File: src/rtl/exec_pkg.sv
// exec_pkg: opcode encodings, sequencer states and opcode helper functions.
package exec_pkg;
    localparam logic [1:0] CLS_INT = 2'b00;
    localparam logic [1:0] CLS_FIX = 2'b01;
    localparam logic [1:0] CLS_VEC = 2'b10;
    localparam logic [2:0] OP_ADD = 3'b000;
    localparam logic [2:0] OP_SUB = 3'b001;
    localparam logic [2:0] OP_MUL = 3'b010;

    typedef enum logic [1:0] {IDLE, RUN, DONE} state_t;

    function automatic int op_latency(logic [4:0] opcode, int mul_lat);
        return (opcode[2:0] == OP_MUL) ? mul_lat : 1;
    endfunction

    function automatic logic op_supported(logic [4:0] opcode);
        return (opcode[4:3] != 2'b11) && (opcode[2:0] <= OP_MUL);
    endfunction
endpackage

File: src/rtl/exec_sequencer.sv
// exec_sequencer: issues one op lane-by-lane to a shared scalar Execution unit and returns the packed result.
module exec_sequencer
    import exec_pkg::*;
#(
    parameter int DATA_WIDTH = 16,
    parameter int NUM_LANES  = 4,
    parameter int MUL_LAT    = 3,
    parameter int TAG_W      = 4
) (
    input  logic                            clk,
    input  logic                            rst,
    input  logic                            flush,
    input  logic                            in_valid,
    output logic                            in_ready,
    input  logic [4:0]                      in_opcode,
    input  logic [NUM_LANES*DATA_WIDTH-1:0] in_a,
    input  logic [NUM_LANES*DATA_WIDTH-1:0] in_b,
    input  logic [TAG_W-1:0]                in_tag,
    output logic [DATA_WIDTH-1:0]           alu_a,
    output logic [DATA_WIDTH-1:0]           alu_b,
    output logic [4:0]                      alu_opcode,
    input  logic [DATA_WIDTH-1:0]           alu_result,
    output logic                            out_valid,
    input  logic                            out_ready,
    output logic [NUM_LANES*DATA_WIDTH-1:0] out_data,
    output logic [TAG_W-1:0]                out_tag,
    output logic                            out_err,
    output logic                            busy
);
    localparam int W      = NUM_LANES * DATA_WIDTH;
    localparam int CNT_W  = $clog2(MUL_LAT + 1);
    localparam int LANE_W = (NUM_LANES > 1) ? $clog2(NUM_LANES) : 1;

    state_t              state_q, state_d;
    logic [4:0]          op_q, op_d;
    logic [W-1:0]        a_q, a_d, b_q, b_d, buf_q, buf_d;
    logic [TAG_W-1:0]    tag_q, tag_d;
    logic [LANE_W-1:0]   lane_q, lane_d, last;
    logic [CNT_W-1:0]    cnt_q, cnt_d;
    logic                err_q, err_d, run;

    assign run        = (state_q == RUN);
    assign last       = (op_q[4:3] == CLS_VEC) ? LANE_W'(NUM_LANES - 1) : '0;
    assign alu_a      = run ? a_q[lane_q*DATA_WIDTH +: DATA_WIDTH] : '0;
    assign alu_b      = run ? b_q[lane_q*DATA_WIDTH +: DATA_WIDTH] : '0;
    assign alu_opcode = run ? op_q : '0;
    assign in_ready   = (state_q == IDLE);
    assign busy       = !in_ready;
    assign out_valid  = (state_q == DONE);
    assign out_data   = buf_q;
    assign out_tag    = tag_q;
    assign out_err    = err_q;

    always_comb begin
        state_d = state_q;
        op_d    = op_q;
        a_d     = a_q;
        b_d     = b_q;
        tag_d   = tag_q;
        lane_d  = lane_q;
        cnt_d   = cnt_q;
        buf_d   = buf_q;
        err_d   = err_q;
        case (state_q)
            IDLE: if (in_valid && !flush) begin
                op_d    = in_opcode;
                a_d     = in_a;
                b_d     = in_b;
                tag_d   = in_tag;
                buf_d   = '0;
                lane_d  = '0;
                cnt_d   = CNT_W'(op_latency(in_opcode, MUL_LAT) - 1);
                err_d   = !op_supported(in_opcode);
                state_d = op_supported(in_opcode) ? RUN : DONE;
            end
            RUN: if (cnt_q != '0) begin
                cnt_d = cnt_q - 1'b1;
            end else begin
                buf_d[lane_q*DATA_WIDTH +: DATA_WIDTH] = alu_result;
                if (lane_q == last) begin
                    state_d = DONE;
                end else begin
                    lane_d = lane_q + 1'b1;
                    cnt_d  = CNT_W'(op_latency(op_q, MUL_LAT) - 1);
                end
            end
            DONE: if (out_ready) begin
                state_d = IDLE;
                err_d   = 1'b0;
            end
            default: state_d = IDLE;
        endcase
        // flush drops any in-flight or finished result without a handshake
        if (flush) begin
            state_d = IDLE;
            err_d   = 1'b0;
            buf_d   = '0;
        end
    end

    always_ff @(posedge clk) begin
        if (rst) begin
            state_q <= IDLE;
            op_q    <= '0;
            a_q     <= '0;
            b_q     <= '0;
            tag_q   <= '0;
            lane_q  <= '0;
            cnt_q   <= '0;
            buf_q   <= '0;
            err_q   <= 1'b0;
        end else begin
            state_q <= state_d;
            op_q    <= op_d;
            a_q     <= a_d;
            b_q     <= b_d;
            tag_q   <= tag_d;
            lane_q  <= lane_d;
            cnt_q   <= cnt_d;
            buf_q   <= buf_d;
            err_q   <= err_d;
        end
    end
endmodule

File: config.mk
export PLATFORM = sky130hd
export DESIGN_NAME = exec_sequencer
export DESIGN_NICKNAME = d
export VERILOG_FILES = /design/src/rtl/exec_pkg.sv /design/src/rtl/exec_sequencer.sv
export SDC_FILE = /design/constraint.sdc
export NUM_CORES = 1
export LEC_CHECK = 0
export CORE_MARGIN = 2
export CORE_UTILIZATION = 50
export DETAILED_ROUTE_END_ITERATION = 16
export PLACE_DENSITY = 0.93
export SETUP_SLACK_MARGIN = 0.05
export SYNTH_ARGS = -nofsm -noshare
export SYNTH_HDL_FRONTEND = slang
export SYNTH_SLANG_ARGS = --single-unit
File: constraint.sdc
create_clock -name clk -period 4.89 [get_ports clk]
set_input_delay 1.2225 -clock clk [delete_from_list [all_inputs] [get_ports clk]]
set_output_delay 1.2225 -clock clk [all_outputs]
set_load 0.01 [all_outputs]
# == Word level (Yosys, flattened, before mapping) ==
# Cells that the tools add are included.
# Widths: inputs -> output; s select.
# totals
register_bits,208
out_inout_bits,109
word_cells,75
# classes
n_addsub,5
order_cmp,1
eq_ne,13
shift,4
mux,27
reduce_logical,16
# ops
operator,n
$mux 64,2
$pmux 64 s2,1
$shiftx 64x7->16,2
$bwmux 64,1
$shift 16x34->64 const A,1
$shiftx 16x34->64,1
$neg 6->34,1
$mux 16,2
$mux 2,14
$reduce_and 3->1,3
$pmux 2 s2,2
$reduce_and 4->1,2
$eq 3x2->1 const B,2
$ne 2x1->1 const B,3
$ne 2x2->1 const B,3
$pmux 2 s3,1
$reduce_bool 2->1,3
$sub 2x1->2 const B,3
$mux 5,1
$eq 2x2->1 const B,2
$le 3x2->1 const B,1
$logic_not 1->1,3
$ne 3x3->1 const B,1
$add 2x1->2 const B,1
8 further kinds,10

# == Depth between registers and ports, before layout ==
# Gate-level depths: netlist (run 1).
# logic_depth
word_depth,6
ltp_mapped,8

# == Worst setup path before layout (run 1) ==
# No wires, ideal clock.
# synth_timing
kind,register to output
startpoint,reg lane_q[0]
endpoint,out alu_b[10]
arrival_ps,1568
required_time_ps,3668
slack_ps,2100
stages_incl_launch_ff,5
path_buffers,2
path_cell_list,dfxtp_1 -> buf_2 -> buf_4 -> mux4_2 -> nor2b_1
# synth_between
elab_chain_cells,2
# synth_lines
item,line_no,rtl
from (decl),exec_sequencer.sv:38,"logic [LANE_W-1:0] lane_q, lane_d, last;"
from (signal assigned),exec_sequencer.sv:118,lane_q <= lane_d;
$shiftx 64x7->16,exec_sequencer.sv:45,assign alu_b = run ? b_q[lane_q*DATA_WIDTH +: DATA_WIDTH] : '0;
$mux 16,exec_sequencer.sv:45,
to (decl),exec_sequencer.sv:20,"output logic [DATA_WIDTH-1:0] alu_b,"
# Every way passes these cells.

# == Final worst setup path (run 1) ==
# layout_timing
startpoint,reg lane_q[1]
endpoint,out alu_a[0]
# layout_between
elab_chain_cells,2
# layout_lines
item,line_no,rtl
$shiftx 64x7->16,exec_sequencer.sv:44,assign alu_a = run ? a_q[lane_q*DATA_WIDTH +: DATA_WIDTH] : '0;
$mux 16,exec_sequencer.sv:44,
to (decl),exec_sequencer.sv:19,"output logic [DATA_WIDTH-1:0] alu_a,"
# Every way passes these cells.

==> flow_metrics.env, run 1 <==
export IMPL_vias=8100
export IMPL_grt_max_degree=100
export IMPL_dp_cells=1402
export IMPL_max_freq_mhz=259
export IMPL_cts_tree="done"
export IMPL_critPathCaptureType="output port"
export IMPL_cts_buffers_inserted=22
export IMPL_crit_fanout=37
export IMPL_hp_class="register to register"
export IMPL_final_min_clock_period_ps=3860
export IMPL_swShare_pct=22.8
export IMPL_holdBufCountCts=0
export IMPL_synth_xor_area_share_pct=0
export IMPL_arrival_ps=2640
export IMPL_synth_edf_count=0
export IMPL_drc=0
export IMPL_mostFrequentLayoutCells="nand2_1, clkdlybuf4s50_1, dfxtp_1, a21oi_1, o31ai_1"
export IMPL_intPower_uw=2970
export IMPL_synthMuxAreaShare_pct=8.64
export IMPL_synth_fp_nets=1151
export IMPL_relSlewSlack_pct=31.7
export IMPL_cts_buffer_depth=3
export IMPL_die_y_um=135
export IMPL_setup_violations=0
export IMPL_place_congestion=0.840
export IMPL_run_status="finished clean"
export IMPL_first_global_vias=7938
export IMPL_totalWireLength_um=25900
export IMPL_first_iter_violations=506
export IMPL_placement_io_buffers=266
export IMPL_cts_setup_buffers=0
export IMPL_ys_ff_latch=208
export IMPL_antenna_left=0
export IMPL_firstDrtPassIters=5
export IMPL_seqPwrFrac_pct=46.4
export IMPL_ys_seq_area_share_pct=48.6
export IMPL_ys_types=39
export IMPL_rsz0062_at_grt="false"
export IMPL_post_route_period_util_pct=79.0
export IMPL_synth_simple_area_share_pct=21.8
export IMPL_root_buffer="clkbuf_16"
export IMPL_fin_area_um2=12000
export IMPL_drive_gt1_share_pct=7.86
export IMPL_rows=47
export IMPL_finish_cell_count_without_fillers=1443
export IMPL_combPwrFrac_pct=9.6
export IMPL_critPathKind="register to output port"
export IMPL_skew_ps=19.2
export IMPL_finalSetupTns_ps=0
export IMPL_grt_antenna_before_repair=2
export IMPL_ir_drop_mv=0.283
export IMPL_clkSlewWorstSetupHoldPaths_ps=60
export IMPL_yosysTopAreaCellShare_pct=48.6
export IMPL_synth_compound_area_share_pct=15.6
export IMPL_place_area_um2=11300
export IMPL_grt_use_total_pct=27.4
export IMPL_io_pins=267
export IMPL_finalHoldViolations=0
export IMPL_pwr_share_clk_pct=44.0
export IMPL_synthesis_area_um2=8580
export IMPL_areaGrowthSynthToFinish_pct=40.2
export IMPL_via_per_inst=5.61
export IMPL_post_dp_hpwl_um=17400
export IMPL_grt_pass1_wl_um=40000
export IMPL_worst_ep_required_time_ps=3670
export IMPL_nets=1369
export IMPL_syn_avg_cell_area_um2=8.68
export IMPL_drv_slew=0
export IMPL_grt_ovfl_total=0
export IMPL_p_switching_uw=875
export IMPL_yosys_area_top_type="dfxtp_1"
export IMPL_worst_pin_slew_ps=1020
export IMPL_power_density_nw_per_um2=320
export IMPL_async_flop_share_pct=0
export IMPL_yosys_area_share_adder_pct=0.730
export IMPL_htreeDepth=1
export IMPL_cp_start_kind="register"
export IMPL_avgRoutedWirePerCell_um=17.9
export IMPL_synth_area_leaders="dfxtp_1, nand2_1, a21oi_1"
export IMPL_layout_commonest_cell="nand2_1"
export IMPL_design_core_area_um2=16700
export IMPL_leakage_uw=0.00416
export IMPL_holdWs_ps=452
export IMPL_clock_latency_ps=510
export IMPL_fillCellCount=1178
export IMPL_syn_instance_count=988
export IMPL_clock_sinks=208
export IMPL_synth_ff_type="dfxtp_1"
export IMPL_dieArea_um2=18200
export IMPL_start_util_pct=51.3
export IMPL_dieWidth_um=135
export IMPL_maxCapViolCount=0
export IMPL_cts_resized=0
export IMPL_ys_warn_count=0
export IMPL_synth_top_family_by_area="simple AND/OR/NAND/NOR gates"
-- layout make-up --
class | count | area (um^2) | share of cell area [%]
sequential | 208 | 4170 | 34.6
multi-input combinational | 688 | 4030 | 33.5
timing repair buffer | 280 | 2790 | 23.2
clock buffer | 36 | 663 | 5.51
tap | 220 | 275 | 2.29
clock inverter | 3 | 76.3 | 0.635
inverter | 6 | 22.5 | 0.187
antenna | 2 | 5.00 | 0.0416
-- cells in the mapped netlist, types with 2 or more instances --
library cell,n
o21ai_0,3
nand2b_1,4
nand3b_1,2
buf_4,2
a21oi_1,144
mux2i_1,2
o221ai_2,4
nand4_1,2
nor2b_1,33
o31ai_1,66
nand3_1,65
buf_2,37
dfxtp_1,208
clkbuf_1,44
and3_1,7
nor3_1,2
ha_1,5
buf_1,2
inv_1,5
mux4_2,32
nor2_1,6
nand2_1,296
-- cells by family (layout without fill, tap and decap cells) --
kind of cell    after synthesis  after routing
compound gates              223            223
buf+inv                      92            325
mux                          34             34
fa+ha+maj                     5              5
simple gates                426            426
flops                       208            208
other cells                   0              2
-- registers in the layout, indices dropped and copies added (netlist names) --
signal	count
a_q	64
b_q	64
cnt_q	2
lane_q	2
op_q	5
out_data	64
out_err	1
out_tag	4
state_q	2
-- per-stage QoR --
step	util (%)	worst slack, ps	power [uW]
finish	72.0	1030	3840
global route	72.0	937	3960
CTS	72.0	1010	3860
detailed placement	67.6	1340	2180
global placement	67.6	1390	2170
floorplan	-	2100	2000
-- power by group through the flow --
stage	Clock [uW]	Combinational [uW]	Sequential [uW]
4_1_cts	1710	369	1780
3_5_place_dp	0	364	1820
2_1_floorplan	0	188	1810
5_1_grt	1770	402	1790
6_report	1690	371	1780
3_3_place_gp	0	357	1820
-- critical path, stage by stage (launching register included) --
cell	delay, ps
dfxtp_2	1000
mux4_2	370
nor2b_1	160
clkdlybuf4s50_1	610
-- layer usage --
metal / track usage [%] / vias up / wire length (um)
met1: 29.5 / 3817 / 9320
met5: 0 / - / 15
met2: 50.0 / 360 / 13100
met4: 11.1 / 2 / 1060
li1: - / 3853 / -
met3: 8.30 / 68 / 2380
-- final timing paths --
path / start / to / slack [ps] / cells past startpoint
min: b_q[48] / b_q[48] / 450 / 2
max reg2reg: lane_q[1] / out_data[42] / 1850 / 4
min reg2reg: b_q[48] / b_q[48] / 450 / 2
max: lane_q[1] / alu_a[0] / 1030 / 3
Note: power is estimated with default switching activity, not from simulation.
==> inputs of run 2 (changes only) <==
--- a/config.mk
+++ b/config.mk
@@ -6,9 +6,9 @@
 export NUM_CORES = 1
 export LEC_CHECK = 0
 export CORE_MARGIN = 2
-export CORE_UTILIZATION = 50
+export CORE_UTILIZATION = 42
 export DETAILED_ROUTE_END_ITERATION = 16
-export PLACE_DENSITY = 0.93
+export PLACE_DENSITY = 0.84
 export SETUP_SLACK_MARGIN = 0.05
 export SYNTH_ARGS = -nofsm -noshare
 export SYNTH_HDL_FRONTEND = slang
==> constraint.sdc (replaced) <==
create_clock -name clk -period 3.25 [get_ports clk]
set_input_delay 0.8125 -clock clk [delete_from_list [all_inputs] [get_ports clk]]
set_output_delay 0.8125 -clock clk [all_outputs]
set_load 0.01 [all_outputs]
==> run 2 against run 1 <==
Cell count is 4.0% higher. Core utilization is 11 points lower. Final area is 2.2% higher. Worst hold slack worse by 3.6 ps. Setup slack worse by 870 ps. Non-clock buffer count is 6 higher. Power is 57% higher. Die area is 18% higher. Wire length is 0.54% lower. Clock power is 64% higher. Critical path depth is 1 higher. Sequential power is 51% higher. Critical path type unchanged.
==> flow_metrics.env, run 2 (synthesis gave the netlist of run 1 again) <==
export IMPL_p_total_uw=6020
export IMPL_r2r_end="out_data[22]"
export IMPL_first_iter_violations=449
export IMPL_final_min_clock_period_ps=3090
export IMPL_first_global_vias=7890
export IMPL_totalWireLength_um=25800
export IMPL_drive_gt1_share_pct=9.11
export IMPL_dieWidth_um=147
export IMPL_htreeDepth=1
export IMPL_hp_class="register to register"
export IMPL_post_dp_hpwl_um=17800
export IMPL_rrSetupSlack_ps=780
export IMPL_combPwrFrac_pct=9.4
export IMPL_nets=1376
export IMPL_clock_sinks=208
export IMPL_placement_io_buffers=266
export IMPL_layout_commonest_cell="nand2_1"
export IMPL_holdWs_ps=449
export IMPL_via_per_inst=5.33
export IMPL_post_route_period_util_pct=95.0
export IMPL_worstHoldStart="b_q[46]"
export IMPL_fillCellCount=1640
export IMPL_intPower_uw=4660
export IMPL_hold_depth=2
export IMPL_slowest_delay_ps=510
export IMPL_place_congestion=0.838
export IMPL_maxCapViolCount=0
export IMPL_relSlewSlack_pct=40.3
export IMPL_ff2ff_path_depth=6
export IMPL_multi_input_area_um2=4030
export IMPL_p_switching_uw=1360
export IMPL_grt_antenna_before_repair=0
export IMPL_place_area_um2=11500
export IMPL_critPathKind="register to output port"
export IMPL_antenna_left=0
export IMPL_worst_pin_slew_ps=895
export IMPL_finalHoldViolations=0
export IMPL_avgRoutedWirePerCell_um=17.2
export IMPL_die_y_um=147
export IMPL_areaGrowthSynthToFinish_pct=43.4
export IMPL_path_cells="buf_12 -> mux4_2 -> nor2b_1 -> clkdlybuf4s50_1"
export IMPL_cp_num_buf_inv=2
export IMPL_cts_tree="done"
export IMPL_critPathCaptureType="output port"
export IMPL_min_to="b_q[46]"
export IMPL_reg2reg_from="lane_q[0]"
export IMPL_clkSlewWorstSetupHoldPaths_ps=60
export IMPL_seqCellArea_um2=4170
export IMPL_arrival_ps=2280
export IMPL_swShare_pct=22.6
export IMPL_cts_buffers_inserted=23
export IMPL_max_freq_mhz=324
export IMPL_worst_ep_required_time_ps=2440
export IMPL_cp_top_family="buffers and inverters"
export IMPL_rsz0062_at_grt="false"
export IMPL_firstDrtPassIters=5
export IMPL_vias=7998
export IMPL_dieArea_um2=21600
export IMPL_power_density_nw_per_um2=490
export IMPL_fin_area_um2=12300
export IMPL_start_util_pct=42.7
export IMPL_cp_slowest_cell="mux4_2"
export IMPL_design_core_area_um2=20100
export IMPL_pwr_share_clk_pct=46.0
export IMPL_grt_use_total_pct=23.2
export IMPL_cts_buffer_depth=3
export IMPL_grt_max_degree=94
export IMPL_io_pins=267
export IMPL_skew_ps=10.9
export IMPL_drv_slew=0
export IMPL_ir_drop_mv=0.366
export IMPL_run_status="finished clean"
export IMPL_drc=0
export IMPL_grt_pass1_wl_um=40900
export IMPL_finish_cell_count_without_fillers=1501
export IMPL_clock_latency_ps=510
export IMPL_dp_cells=1457
export IMPL_leakage_uw=0.00426
export IMPL_grt_ovfl_total=0
export IMPL_crit_fanout=15
export IMPL_seqPwrFrac_pct=44.6
export IMPL_root_buffer="clkbuf_16"
export IMPL_cp_start_kind="register"
export IMPL_rows=52
export IMPL_setup_violations=0
export IMPL_mostFrequentLayoutCells="nand2_1, clkdlybuf4s50_1, dfxtp_1, a21oi_1, o31ai_1"
export IMPL_finalSetupTns_ps=0
run 2: layout make-up:
| class | instances | share of cell area, % |
|---|---|---|
| clock buffers | 30 | 5.30 |
| clock inverters | 12 | 1.36 |
| multi-input cells | 688 | 32.8 |
| repair buffers | 286 | 23.7 |
| diodes | 1 | 0.0204 |
| inverters | 6 | 0.183 |
| well taps | 270 | 2.75 |
| flip-flops and latches | 208 | 33.9 |
run 2: how the worst max path moves through the flow:
stage / depth (start not counted) / endpoint / start / slack, ps
6_report: 4 / alu_b[13] / lane_q[0] / 160
3_3_place_gp: 4 / alu_b[15] / lane_q[0] / 530
5_1_grt: 4 / alu_b[0] / lane_q[0] / 70
4_1_cts: 4 / alu_a[1] / state_q[1] / 110
2_1_floorplan: 4 / alu_b[10] / lane_q[0] / 870
3_5_place_dp: 4 / alu_b[15] / lane_q[0] / 500
run 2: power by group through the flow:
stage	registers (uW)	logic, uW	clock network [uW]
detailed placement	2740	562	0
floorplan	2720	282	0
CTS	2680	565	2820
global placement	2730	551	0
global route	2690	617	2920
finish	2680	566	2770
run 2: routing by layer:
metal	vias up	track usage [%]	share of wire, %	routed length (um)
met5	-	0	0	0
met4	0	9.28	4.0	1030
met3	69	6.15	9.0	2310
met2	345	40.4	49	12500
met1	3726	27.5	38	9860
li1	3858	-	-	-
run 2: tightest hold or removal path: stages (launching register included):
cell	delay (ps)
dfxtp_1	300
nand2_1	50
a21oi_1	50
run 2: through the flow:
step / util [%] / setup slack (ps)
2_1_floorplan: - / 870
3_3_place_gp: 57.0 / 532
3_5_place_dp: 57.0 / 501
4_1_cts: 61.1 / 107
5_1_grt: 61.1 / 73.5
6_report: 61.2 / 162
run 2: repair_timing:
item                       CTS  global route
resized for setup            1             1
setup endpoints to repair   27            13
buffers inserted             1             0
hold buffers                 0             0
